===== src/rtl/ninjakun_arb_pkg.sv =====
// Shared types for the work-RAM arbiter between the Z80 and the hiscore engine.
package ninjakun_arb_pkg;

    localparam int CNT_W = 4;

    typedef enum logic [2:0] {
        ST_IDLE,
        ST_PAUSING,
        ST_SETTLE,
        ST_GRANT,
        ST_RELEASE
    } arb_state_t;

    typedef enum logic {
        OWN_CPU,
        OWN_HS
    } ram_owner_t;

endpackage


===== src/rtl/hs_ram_arbiter.sv =====
// Hands the single-port work RAM to the hiscore engine while the CPU is paused,
// then gives it back. The RAM mux select is a registered owner bit.
module hs_ram_arbiter
    import ninjakun_arb_pkg::*;
#(
    parameter int AW     = 16,
    parameter int DW     = 8,
    parameter int SETTLE = 4
) (
    input  logic          clk_sys,
    input  logic          reset,
    input  logic [AW-1:0] cpu_addr,
    input  logic [DW-1:0] cpu_wdata,
    input  logic          cpu_we,
    output logic [DW-1:0] cpu_rdata,
    input  logic          hs_access,
    input  logic          hs_write,
    input  logic [AW-1:0] hs_addr,
    input  logic [DW-1:0] hs_wdata,
    output logic [DW-1:0] hs_rdata,
    output logic          hs_grant,
    output logic          pause_req,
    input  logic          paused,
    output logic [AW-1:0] ram_addr,
    output logic [DW-1:0] ram_wdata,
    output logic          ram_we,
    input  logic [DW-1:0] ram_rdata
);

    localparam logic [CNT_W-1:0] CNT_LOAD = CNT_W'(SETTLE - 1);

    arb_state_t       state;
    arb_state_t       state_nxt;
    ram_owner_t       owner;
    ram_owner_t       owner_nxt;
    logic [CNT_W-1:0] cnt;
    logic [CNT_W-1:0] cnt_nxt;
    logic             hand_over;

    always_ff @(posedge clk_sys or posedge reset) begin
        if (reset) begin
            state <= ST_IDLE;
            owner <= OWN_CPU;
            cnt   <= '0;
        end else begin
            state <= state_nxt;
            owner <= owner_nxt;
            cnt   <= cnt_nxt;
        end
    end

    // Release always wins over an external resume.
    always_comb begin
        state_nxt = state;
        cnt_nxt   = '0;
        unique case (state)
            ST_IDLE: begin
                if (hs_access)
                    state_nxt = ST_PAUSING;
            end
            ST_PAUSING: begin
                if (!hs_access) begin
                    state_nxt = ST_RELEASE;
                end else if (paused) begin
                    state_nxt = ST_SETTLE;
                    cnt_nxt   = CNT_LOAD;
                end
            end
            ST_SETTLE: begin
                if (!hs_access)
                    state_nxt = ST_RELEASE;
                else if (!paused)
                    state_nxt = ST_PAUSING;
                else if (cnt == '0)
                    state_nxt = ST_GRANT;
                else
                    cnt_nxt = cnt - 1'b1;
            end
            ST_GRANT: begin
                if (!hs_access)
                    state_nxt = ST_RELEASE;
                else if (!paused)
                    state_nxt = ST_PAUSING;
            end
            ST_RELEASE: begin
                state_nxt = ST_IDLE;
            end
            default: begin
                state_nxt = ST_IDLE;
            end
        endcase
        owner_nxt = (state_nxt == ST_GRANT) ? OWN_HS : OWN_CPU;
    end

    assign pause_req = (state != ST_IDLE);
    assign hs_grant  = (state == ST_GRANT);
    assign hand_over = (owner_nxt != owner);

    assign cpu_rdata = ram_rdata;
    assign hs_rdata  = ram_rdata;

    // No write may slip through on the last cycle of either owner.
    always_comb begin
        ram_addr  = cpu_addr;
        ram_wdata = cpu_wdata;
        ram_we    = cpu_we;
        if (owner == OWN_HS) begin
            ram_addr  = hs_addr;
            ram_wdata = hs_wdata;
            ram_we    = hs_write && (state == ST_GRANT);
        end
        if (hand_over)
            ram_we = 1'b0;
    end

endmodule

===== config.mk =====
export PLATFORM = sky130hd
export DESIGN_NAME = hs_ram_arbiter
export DESIGN_NICKNAME = d
export VERILOG_FILES = /design/src/rtl/ninjakun_arb_pkg.sv /design/src/rtl/hs_ram_arbiter.sv
export SDC_FILE = /design/constraint.sdc
export NUM_CORES = 1
export LEC_CHECK = 0
export BUFFER_PORTS_ARGS = -buffer_cell sky130_fd_sc_hd__buf_2
export CORE_ASPECT_RATIO = 0.8
export CORE_UTILIZATION = 29
export DETAILED_ROUTE_END_ITERATION = 12
export GPL_TIMING_DRIVEN = 0
export PLACE_DENSITY = 0.84
export SYNTH_ARGS = -nofsm -noshare
export SYNTH_HDL_FRONTEND = slang
export SYNTH_SLANG_ARGS = --single-unit

===== constraint.sdc =====
create_clock -name clk_sys -period 1.55 [get_ports clk_sys]
set_input_delay 0.155 -clock clk_sys [delete_from_list [all_inputs] [get_ports clk_sys]]
set_output_delay 0.155 -clock clk_sys [all_outputs]
set_load 0.01 [all_outputs]

==> results_dict.tcl <==
set metrics [dict create \
    status "complete, but fails checks" \
    violations "setup timing" \
    dieArea_sq_um 3210 \
    grt_util_all_layers_pct 16.0 \
    r2r-end "state[0]$_DFF_PP0_" \
    firstDrtPassIters 4 \
    arrival_ns 1.70 \
    cts.path.max_buffers 2 \
    maxSlewViolCount 0 \
    slew_headroom_pct 77.5 \
    drv_cap 0 \
    ys_types 28 \
    instances_no_fill 228 \
    critPathRequiredTime_ns 1.39 \
    synth.net_count 152 \
    dp.cells 222 \
    initial_core_util_pct 30.9 \
    setup_ws_ns -0.304 \
    wirelength_microns 2810 \
    cts.sinks 8 \
    endpoint_kind "output port" \
    dpl_worst_slack_ns -0.162 \
    root_buffer "clkbuf_8" \
    yosys_warnings 0 \
    syn_inst 88 \
    ant_nets 0 \
    clk_pin_slew_worst_paths_ns 0.04 \
    fin_skew_ns 0.00426 \
    power.density_nw_per_um2 576 \
    synth-seq-cells 8 \
    start_kind "flip-flop" \
    reg2reg_slack_ns -0.16 \
    clkLatencyLatePin_ns 0.22 \
    ios 105 \
    grt_pass1_vias 915 \
    reg2reg_depth 6 \
    final_area_sq_um 1510 \
    rsz0062_at_grt "yes" \
    grt_max_degree 11 \
    max_freq_mhz 539 \
    drc_errors 0 \
    whs_path_depth 2 \
    grt_overflow_total 0 \
    wl_per_cell_microns 12.3 \
    die_w_microns 63.1 \
    r2r-start "cnt[0]$_DFF_PP0_" \
    drive_gt1_share_pct 79.5 \
    worst-path-max-fanout 2 \
    post-dp-hpwl_microns 2360 \
    min_to "state[2]$_DFF_PP0_" \
    cts_tree "yes" \
    htree_num_levels 1 \
    finalCriticalPeriod_ns 1.85 \
    avgSynthCellArea_sq_um 9.85 \
    rows 17 \
    drtIter0Drc 15 \
    io_buffers 96 \
    grt_pass1_wl_microns 3950 \
    p_leak_nw 0.815 \
    fillers 274 \
    areaGrowthSynthToFinish_pct 73.6 \
    ir_drop_v 0.000341 \
    setup_violations 3 \
    syn_area_sq_um 867 \
    n_antenna_cell 0 \
    min_period_over_period_pct 120 \
    worst_pin_slew_ns 0.336 \
    holdWs_ns 0.170 \
    placed_area_sq_um 1400 \
    globalplace.congestion 0.767 \
    nets 256 \
    vias_per_cell 4.37 \
    hold_viol_final 0 \
    critPathKind "flip-flop to output port" \
    ys_seq_area_share_pct 23.1 \
    vias 997 \
    grt_antenna_before_repair 0 \
    design.core.area_sq_um 2810 \
    numCtsBuffers 3 \
    die_y_microns 50.9 \
    hold_path_startpoint "hs_access" \
    min_path_type "input pin to flip-flop" \
]
stage by stage:
stage,utilization [%],total power (W),TNS (ns)
detailed placement,49.7,0.000604,-0.218
global placement,49.7,0.000594,-0.163
floorplan,-,0.000444,0
CTS,52.9,0.000867,-0.538
global route,53.6,0.000918,-0.780
finish,53.6,0.000867,-0.585
timing repair:
item	4_1_cts	5_1_grt
gates resized for setup	10	3
buffers inserted	2	0
pin swaps	1	0
hold buffers	1	0
setup endpoints to repair	23	23
endpoints found under the hold margin	8	0
per-layer routing:
| layer | vias up | track usage, % | wire length [microns] |
|---|---|---|---|
| li1 | 502 | - | - |
| met1 | 447 | 16.5 | 1010 |
| met2 | 46 | 31.9 | 1590 |
| met3 | 2 | 3.35 | 191 |
| met4 | 0 | 5.43 | 19 |
| met5 | - | 0 | 0 |
synth_stat cells:
library cell	instances	area share [%]
xor2_1	1	1.0
dfrtp_1	8	23
and3b_1	1	1.0
or2b_1	1	0.87
inv_1	4	1.7
mux2_2	24	31
nand3b_1	1	0.87
o311ai_0	1	1.0
nand3_1	1	0.58
a21oi_1	1	0.58
buf_4	16	14
nand2_1	1	0.43
buf_2	3	1.7
or3_1	2	1.4
nor3b_1	1	0.87
o21ai_0	1	0.58
o311a_1	1	1.2
nor3_1	5	2.9
o31ai_1	1	0.87
xnor2_1	2	2.0
nand2b_1	2	1.4
nor2_1	2	0.87
or3b_1	1	1.0
nand3b_4	1	2.3
nor3b_2	1	1.4
or4_1	1	0.87
nor2b_1	2	1.4
ha_1	2	2.9
state kept, by name, summed over array words and instances (netlist names):
register	cells
cnt	4
owner	1
state	3
worst max path at each step:
stage | startpoint | end | slack, ns | cells past startpoint
after global placement | cnt[0]$_DFF_PP0_ | ram_we | -0.16 | 6
after floorplan | cnt[0]$_DFF_PP0_ | ram_we | 0.01 | 5
after CTS | cnt[0]$_DFF_PP0_ | ram_we | -0.27 | 6
final | cnt[0]$_DFF_PP0_ | ram_we | -0.30 | 6
after global routing | cnt[0]$_DFF_PP0_ | ram_we | -0.36 | 6
after detailed placement | cnt[0]$_DFF_PP0_ | ram_we | -0.16 | 6
cells by family after synthesis:
group                      after synthesis  synth area share (%)
AOI/OAI and AO/OA                        5                  4.18
adders and majority gates                2                  2.89
xor gates and xnor gates                 3                  3.03
muxes                                   24                  31.2
DFF                                      8                  23.1
and+or+nand+nor                         23                  18.3
buffers and inverters                   23                  17.3
critical path, stage by stage (launching register included):
cell and delay [ns]:
dfrtp_1 0.38, inv_2 0.06, ha_1 0.15, or3b_4 0.40, o311ai_4 0.24, nand3_1 0.09
buf_2 0.15
cell type report:
| class | count | area [sq um] | share of cell area [%] |
|---|---|---|---|
| sequential | 8 | 200 | 13.3 |
| buffer | 19 | 154 | 10.2 |
| multi-input combinational | 57 | 542 | 36.0 |
| timing repair buffer | 99 | 505 | 33.6 |
| inverter | 4 | 15.0 | 0.998 |
| tap | 38 | 47.5 | 3.16 |
| clock buffer | 3 | 41.3 | 2.74 |
where the power goes:
part | switching, W | leakage (nW) | internal [W]
clock network | 0.0000701 | 0.0216 | 0.000167
registers | 0.0000159 | 0.108 | 0.000221
logic | 0.000169 | 0.685 | 0.000224
total | 0.000255 | 0.815 | 0.000613
placed cells by master (no fill, tap or decap), types with 2 or more instances in the layout:
master / n
or3_1: 2
mux2_2: 24
nor3_1: 4
xnor2_1: 2
nor2b_1: 2
nand2b_1: 2
buf_2: 96
buf_6: 3
nor2_1: 2
inv_1: 2
ha_1: 2
inv_2: 2
clkbuf_8: 3
dfrtp_1: 8
buf_4: 18
(Power assumes the default switching activity.)
